File: src/rtl/mul_share_sched.sv
// Round-robin scheduler for one shared fixed-latency multiplier. Issue is credit-based,
// a tag pipeline tracks result ownership, and results go to per-requester response FIFOs.

module mul_share_lane #(
  parameter int DW    = 24,
  parameter int DEPTH = 4
) (
  input  logic          clk,
  input  logic          reset,
  input  logic          clr,
  input  logic          i_issue,
  input  logic          i_wr,
  input  logic [DW-1:0] i_wdata,
  input  logic          i_rdy,
  output logic          o_valid,
  output logic [DW-1:0] o_data,
  output logic          o_cr_nz,
  output logic          o_busy
);
  localparam int PW = $clog2(DEPTH) + 1;
  localparam int CW = $clog2(DEPTH + 1);

  logic [CW-1:0]            r_cr;
  logic [PW-1:0]            r_wp, r_rp;
  logic [DEPTH-1:0][DW-1:0] r_mem;
  logic                     w_empty, w_full, w_pop, w_wr;

  assign w_empty = (r_wp == r_rp);
  assign w_full  = (r_wp[PW-1] != r_rp[PW-1]) && (r_wp[PW-2:0] == r_rp[PW-2:0]);
  assign w_pop   = !w_empty && i_rdy;
  assign w_wr    = i_wr && !w_full;

  // Credits cover both in-flight products and buffered results, so a slot is
  // reserved at issue and only returned when the requester pops it.
  always_ff @(posedge clk or negedge reset) begin
    if (!reset) begin
      r_cr  <= CW'(DEPTH);
      r_wp  <= '0;
      r_rp  <= '0;
      r_mem <= '0;
    end else if (clr) begin
      r_cr  <= CW'(DEPTH);
      r_wp  <= '0;
      r_rp  <= '0;
      r_mem <= '0;
    end else begin
      if (i_issue && !w_pop)      r_cr <= r_cr - CW'(1);
      else if (!i_issue && w_pop) r_cr <= r_cr + CW'(1);
      if (w_wr) begin
        r_mem[r_wp[PW-2:0]] <= i_wdata;
        r_wp                <= r_wp + PW'(1);
      end
      if (w_pop) r_rp <= r_rp + PW'(1);
    end
  end

  assign o_valid = !w_empty;
  assign o_data  = r_mem[r_rp[PW-2:0]];
  assign o_cr_nz = (r_cr != '0);
  assign o_busy  = (r_cr != CW'(DEPTH));
endmodule

module mul_share_sched #(
  parameter int DATA_W     = 12,
  parameter int MUL_LAT    = 4,
  parameter int FIFO_DEPTH = 4
) (
  input  logic                clk,
  input  logic                reset,
  input  logic                clr,
  input  logic                req0_valid,
  output logic                req0_ready,
  input  logic [DATA_W-1:0]   req0_a,
  input  logic [DATA_W-1:0]   req0_b,
  input  logic                req1_valid,
  output logic                req1_ready,
  input  logic [DATA_W-1:0]   req1_a,
  input  logic [DATA_W-1:0]   req1_b,
  output logic                mul_vld,
  output logic [DATA_W-1:0]   mul_a,
  output logic [DATA_W-1:0]   mul_b,
  input  logic [2*DATA_W-1:0] mul_p,
  output logic                rsp0_valid,
  input  logic                rsp0_ready,
  output logic [2*DATA_W-1:0] rsp0_data,
  output logic                rsp1_valid,
  input  logic                rsp1_ready,
  output logic [2*DATA_W-1:0] rsp1_data,
  output logic                busy
);
  localparam int PW = 2 * DATA_W;

  logic [1:0]           w_req_vld, w_elig, w_gnt, w_cr_nz, w_busy, w_rsp_vld, w_rsp_rdy, w_wr;
  logic [1:0][PW-1:0]   w_rsp_data;
  logic                 w_en;
  logic                 r_last;
  logic [MUL_LAT:0]     r_vld_pipe;
  logic [MUL_LAT:0]     r_tag_pipe;
  logic [DATA_W-1:0]    r_mul_a, r_mul_b;

  assign w_req_vld = {req1_valid, req0_valid};
  assign w_rsp_rdy = {rsp1_ready, rsp0_ready};
  assign w_elig    = w_req_vld & w_cr_nz;
  // Grants are suppressed while reset or clr is active so no handshake is lost.
  assign w_en      = reset && !clr;
  assign w_gnt[0]  = w_en && w_elig[0] && (!w_elig[1] || r_last);
  assign w_gnt[1]  = w_en && w_elig[1] && (!w_elig[0] || !r_last);

  // Stage 0 lines up with mul_vld; stage MUL_LAT lines up with the product on mul_p.
  always_ff @(posedge clk or negedge reset) begin
    if (!reset) begin
      r_last     <= 1'b1;
      r_vld_pipe <= '0;
      r_tag_pipe <= '0;
      r_mul_a    <= '0;
      r_mul_b    <= '0;
    end else if (clr) begin
      r_last     <= 1'b1;
      r_vld_pipe <= '0;
      r_tag_pipe <= '0;
      r_mul_a    <= '0;
      r_mul_b    <= '0;
    end else begin
      r_vld_pipe <= {r_vld_pipe[MUL_LAT-1:0], |w_gnt};
      r_tag_pipe <= {r_tag_pipe[MUL_LAT-1:0], w_gnt[1]};
      if (|w_gnt) begin
        r_last  <= w_gnt[1];
        r_mul_a <= w_gnt[1] ? req1_a : req0_a;
        r_mul_b <= w_gnt[1] ? req1_b : req0_b;
      end
    end
  end

  for (genvar g = 0; g < 2; g++) begin : g_lane
    assign w_wr[g] = r_vld_pipe[MUL_LAT] && (r_tag_pipe[MUL_LAT] == 1'(g));
    mul_share_lane #(.DW(PW), .DEPTH(FIFO_DEPTH)) u_lane (
      .clk     (clk),
      .reset   (reset),
      .clr     (clr),
      .i_issue (w_gnt[g]),
      .i_wr    (w_wr[g]),
      .i_wdata (mul_p),
      .i_rdy   (w_rsp_rdy[g]),
      .o_valid (w_rsp_vld[g]),
      .o_data  (w_rsp_data[g]),
      .o_cr_nz (w_cr_nz[g]),
      .o_busy  (w_busy[g])
    );
  end

  assign req0_ready = w_gnt[0];
  assign req1_ready = w_gnt[1];
  assign mul_vld    = r_vld_pipe[0];
  assign mul_a      = r_mul_a;
  assign mul_b      = r_mul_b;
  assign rsp0_valid = w_rsp_vld[0];
  assign rsp0_data  = w_rsp_data[0];
  assign rsp1_valid = w_rsp_vld[1];
  assign rsp1_data  = w_rsp_data[1];
  assign busy       = |w_busy;
endmodule
File: config.mk
export PLATFORM = sky130hd
export DESIGN_NAME = mul_share_sched
export DESIGN_NICKNAME = d
export VERILOG_FILES = /design/src/rtl/mul_share_sched.sv
export SDC_FILE = /design/constraint.sdc
export NUM_CORES = 1
export LEC_CHECK = 0
export ABC_AREA = 1
export CORE_UTILIZATION = 45
export DETAILED_ROUTE_END_ITERATION = 10
export PLACE_DENSITY = 0.69
export SLEW_MARGIN = 20
export SYNTH_ARGS = -nofsm -noshare
export SYNTH_HDL_FRONTEND = slang
export SYNTH_SLANG_ARGS = --single-unit
File: constraint.sdc
create_clock -name clk -period 2.3 [get_ports clk]
set_clock_uncertainty 0.15 [all_clocks]
set_input_delay 0.69 -clock clk [delete_from_list [all_inputs] [get_ports clk]]
set_output_delay 0.69 -clock clk [all_outputs]
set_load 0.03 [all_outputs]
; ---- After elaboration in Yosys (flattened, before gate mapping)
; Index checks and enable logic that the tools add are counted.
[word_totals]
n_memories = 0
latch_bits = 0
out_inout_bits = 78
ramBits = 0
rom_bits = 0
word_cells = 125
ff_bits = 245
input_bits = 79
[op_classes]
reduce_logical = 44
div = 0
muxes = 38
bitwise_logic = 2
multipliers = 0
magnitude_cmp = 6
n_shift = 0
add_sub_neg = 8
eq_ne = 8
[ops]
columns = cell, n
row1 = $mux W96, 4
row2 = $bwmux W96, 2
row3 = $bmux W24 S2, 2
row4 = $demux W24 S2, 2
row5 = $mux W24, 4
row6 = $mux W12, 6
row7 = $mux W3, 14
row8 = $logic_and A1 B1 Y1, 19
row9 = $add A3 B1 Y3 const B, 6
row10 = $logic_not A1 Y1, 12
row11 = $lt A2 B3 Y1 const B, 4
row12 = $reduce_bool A3 Y1, 4
row13 = $mux W5, 2
row14 = $reduce_bool A2 Y1, 5
row15 = $eq A3 B3 Y1, 2
row16 = $ne A3 B3 Y1 const B, 2
row17 = $sub A3 B1 Y3 const B, 2
row18 = $eq A2 B2 Y1, 2
row19 = $ge A2 B1 Y1 const B, 2
row20 = $reduce_or A2 Y1, 2
row21 = $and A2 B2 Y2, 1
row22 = $logic_or A1 B1 Y1, 2
row23 = $mux W1, 2
row24 = $ne A1 B1 Y1, 2
row25 = $not A1 Y1, 1

; ---- Logic depth before layout (Yosys ltp)
[depth]
word_depth = 10
depth_mapped = 13
ltp_nobuf = 13

; ---- Modules after synthesis
; Synthesis repeated with hierarchy kept, for this count alone.
[hier_totals]
hier_cells = 1604
hier_area_um2 = 12584.6
[by_module_without_submodules]
columns = mod, cells_each, area_each_um2, seq_area_each_um2, n_inst
row1 = mul_share_lane at g_lane[0].u_lane, 663, 5311.3, 2628.8, 1
row2 = mul_share_lane at g_lane[1].u_lane, 684, 5277.6, 2628.8, 1
row3 = mul_share_sched, 257, 1995.7, 877.1, 1

; ---- Least setup slack after synthesis
; Ideal clock, no wire load.
[synth_timing]
path_type = input to register
startpoint = input port clr
endpoint = register g_lane[0].u_lane.r_cr[1]
n_path_buf = 0
setup_slack_ns = -0.396
arrival_ns = 2.428
setup_ns = 0.118
required_ns = 2.032
stages = 12
path_cell_list = inv_2 > nand2_1 > inv_2 > nand3_2 > nor2_1 > nand2_1 > inv_1 > fa_1 > inv_1 > nor2_1 > nand2_1 > nand2_1
[synth_via]
elab_chain_len = 7
word_cells_on_any_way = 10
classes_between = mux: 2 / reduce/logical: 8
[synth_rtl]
columns = element, line_no
row1 = "start, declared", 70  ; input logic clr,
row2 = $logic_not A1 Y1 (*), 105  ; assign w_en = reset && !clr;
row3 = $logic_and A1 B1 Y1 (*), 105
row4 = $logic_and A1 B1 Y1 (*) (2 in series), 106  ; assign w_gnt[0] = w_en && w_elig[0] && (!w_elig[1] || r_last);
row5 = named net req0_ready, 72  ; output logic req0_ready,
row6 = $logic_and A1 B1 Y1 / $logic_not A1 Y1 (equally long branches), "47, 48"
row7 = $mux W3 / $logic_and A1 B1 Y1 (equally long branches), "47, 48"
row8 = $mux W3 / $reduce_bool A3 Y1 (equally long branches), --
row9 = "end signal, assigned", 42  ; r_cr <= CW'(DEPTH);
row10 = "end signal, assigned", 47  ; if (i_issue && !w_pop) r_cr <= r_cr - CW'(1);
row11 = "end signal, assigned", 48  ; else if (!i_issue && w_pop) r_cr <= r_cr + CW'(1);
row12 = "end, declared", 23  ; logic [CW-1:0] r_cr;
; The timed path passes the listed nets; every way through them passes the cells marked *.
; A chain may end at the register's enable or synchronous reset.

; ---- Worst setup path after layout
[layout_timing]
startpoint = register g_lane[1].u_lane.r_rp[0]
endpoint = output port rsp1_data[23]
[layout_via]
elab_chain_len = 2
[layout_rtl]
columns = element, line_no
row1 = "start, declared", 24  ; logic [PW-1:0] r_wp, r_rp;
row2 = "start signal, assigned", 53  ; if (w_pop) r_rp <= r_rp + PW'(1);
row3 = $bmux W24 S2, 58  ; assign o_data = r_mem[r_rp[PW-2:0]];
row4 = $mux W24 (not written as such), 58
row5 = "end, declared", 88  ; output logic [2*DATA_W-1:0] rsp1_data,
; No other way between the ends. The select of a mux whose other input is x is not followed.

==> metrics.md <==
| Metric | Value |
|---|---|
| Status | finished, violations left |
| Failing checks | negative setup slack |
| Port Buffers | roughly 160 |
| HPWL after detailed placement | approximately 23000 um |
| H-Tree Depth | 1 |
| Max Root-Sink Buffers | 3 |
| Initial Util | 0.458 |
| Io pins | between 150 and 200 |
| Syn avg cell area | between 7 and 8 um^2 |
| Maximum VDD drop | 0.630 mV |
| CTS tree | done |
| Design Area, Final | about 17000 um^2 |
| DRC violations left | 0 |
| Hold_buf cts | 0 |
| Antenna cells | 0 |
| Kind of critical path | flop to primary output |
| TritonRoute pass-1 iters | 5 |
| FMAX | approximately 380 MHz |
| GRT overflow | 0 |
| Core ar. | about 26000 um^2 |
| Final hold viol count | 0 |
| Vias in the first global route | approximately 11000 |
| Syn nets | between 1500 and 2000 |
| DR iter-0 viols | roughly 1200 |
| CTS sink cnt | approximately 250 |
| Post-synth cell types | 29 |
| Area Growth Syn to Fin | 40.4% |
| Antenna Nets Post-Route | 0 |
| Mapped Cells | 1500 |
| Max Cap Viol | 0 |
| CTS buffer count | 27 |
| Vias per cell | around 5.6 |
| Final period util | 1.16 |
| Layout cells sized above 1 | 0.240 |
| CTS Root Cell | clkbuf_16 |
| Hold_ws | 220 ps |
| Area of the mapped netlist | approximately 12000 um^2 |
| Nets | ~1800 |
| Sequential-to-total area share from yosys stat | 0.514 |
| Unrepaired setup endpoints after global routing | yes |
| #FFs+latches synth | 245 |
| Initial antenna violation count | 1 |
| First-pass GRT wire length | just under 60000 um |
| Worst EP arrival | roughly 1800 ps |
| Worst EP required | ~1500 ps |
| Final Worst Setup Slack | -363 ps |
| Largest net degree at the start of global routing | between 100 and 150 |
| Die height | about 160 um |
| P per Cell Area | about 720 nW/um^2 |
| Clock Latency Late Sink | roughly 530 ps |
| Synth Flop Type | dfrtp_1 |
| Dpl cell area | 14400 um^2 |
| Routability cong. | roughly 0.82 |
| Final Slew Violations | 0 |
| Row count | 59 |
| Die width | ~160 um |
| Worst-Margin Slew | ~800 ps |
| CP startpoint kind | flop |
| Leakage dissipation | 0.00881 uW |
| Die area | about 27000 um^2 |
| Clock slew seen by the registers of the worst setup and hold paths | ~60 ps |
| Relative slew slack | 0.457 |
| Via Count | between 10000 and 15000 |
| Final wirelength | between 30000 and 40000 um |
| Final setup violation count | 53 |
| Synth warn | 0 |
| EDFF count, synth | 0 |
| Total GRT Usage | 0.276 |
| Post-synthesis async set-or-reset flop share | 1.00 |
| Post-route minimum period | 2660 ps |
| Crit. End Element | primary output |
| Critical Path Fanout Max | 28 |
| HP Class | input port to async pin |
| WL/cell | between 15 and 20 um |
layout by cell type (no fill, tap or decap), types with 4 or more instances in the layout:
cell               n
nand3_4            5
dfrtp_2            4
o21ai_0           25
dlygate4sd2_1     26
buf_6             74
clkdlybuf4s50_1   74
ha_1              10
nand2_1          449
o21ai_1           29
buf_4             86
nor2_1           128
a21oi_1            4
inv_2              7
nand4_1           31
clkbuf_8           7
buf_8              4
clkinv_4           5
inv_8              7
dfrtp_1          238
nand3_1          247
clkinv_2           8
buf_12            20
o22ai_2           44
o21ai_2           39
o22ai_1            4
nand2_2            4
clkbuf_16         33
clkbuf_1           4
nor2_4             8
o21ai_4            7
nor2_2            17
inv_1             48
nand2_4           19
path summary, 6_finish.rpt:
kind / cells past startpoint / slack, ps / endpoint / startpoint
max reg2reg: 15 / -20 / g_lane[1].u_lane.r_cr[2] / g_lane[0].u_lane.r_cr[2]
min: 3 / 220 / g_lane[0].u_lane.r_mem[78] / reset
max in group asynchronous: 3 / 1020 / g_lane[0].u_lane.r_rp[1] / reset
min reg2reg: 2 / 310 / r_vld_pipe[2] / r_vld_pipe[1]
min in group clk: 2 / 310 / r_vld_pipe[2] / r_vld_pipe[1]
max: 5 / -360 / rsp1_data[23] / g_lane[1].u_lane.r_rp[0]
state kept, by name, indices dropped and copies added (netlist names):
register,count
mul_b,12
g_lane.u_lane.r_wp,6
r_tag_pipe,5
r_last,1
g_lane.u_lane.r_cr,6
mul_a,12
g_lane.u_lane.r_mem,192
g_lane.u_lane.r_rp,6
r_vld_pipe,5
where the power goes:
part	total, uW	switching (uW)	internal (uW)
Clock	4380	1780	2600
Combinational	3120	1790	1330
Sequential	4530	104	4430
Total	12000	3680	8350
cell families (layout without fill, tap and decap cells):
| family | Yosys count | count (layout) | synth area share |
|---|---|---|---|
| compound gates | 155 | 155 | 0.0707 |
| simple gates | 914 | 914 | 0.330 |
| xor+xnor | 4 | 4 | 0.00294 |
| flops | 245 | 245 | 0.514 |
| buf+inv | 170 | 413 | 0.0684 |
| fa+ha+maj | 12 | 12 | 0.0138 |
cell type report:
cell class | instances | area [um^2]
Clock buffer | 38 | 787
Multi-Input combinational cell | 1085 | 5780
Clock inverter | 11 | 108
Inverter | 70 | 389
Tap cell | 335 | 419
Fill cell | 2187 | 9320
Timing Repair Buffer | 293 | 3110
Sequential cell | 245 | 6140
Timing Repair inverter | 1 | 11.3
per-stage QoR:
step | setup TNS, ps | total power (uW) | setup WS (ps) | util | instances
finish | -13520 | 12000 | -363 | 0.642 | 2078
global route | -18220 | 12500 | -400 | 0.642 | 2078
CTS | -24680 | 11800 | -340 | 0.613 | 2066
detailed placement | -43150 | 7090 | -461 | 0.554 | 1987
global placement | -38980 | 7060 | -441 | 0.554 | 1987
floorplan | -17.2 | 5930 | -17.2 | - | 1500
cell usage after synthesis (all sizes together), types with 3 or more instances:
cell,n,share of area
inv,70,0.025
dfstp,3,0.0066
dfrtp,242,0.51
o22ai,48,0.025
buf,44,0.026
nor2,153,0.049
nand2,474,0.15
nand4,33,0.018
clkbuf,56,0.018
ha,10,0.010
o21ai,100,0.042
nand3,254,0.11
a21oi,4,0.0017
layer usage:
metal	global-route usage	share of wire	routed length [um]	vias to the layer above
met1	0.371	0.42	15900	5631
li1	-	-	-	5375
met3	0.0530	0.081	3090	71
met4	0.0872	0.029	1110	2
met5	0	0.00034	13	-
met2	0.450	0.47	18100	489
worst max-delay path, stage by stage, from the launching register on:
cell     delay (ps)
dfrtp_2         440
buf_12          220
o21ai_1         100
o22ai_1         250
buf_4           170
buf_6           120
timing repair:
action,CTS,global route
buffers inserted,31,13
endpoints found under the setup margin,78,248
gates cloned,2,7
resized for setup,196,184
pin swaps,25,38
endpoints found under the hold margin,0,0
No activity file was read; power rests on OpenSTA's default activity.
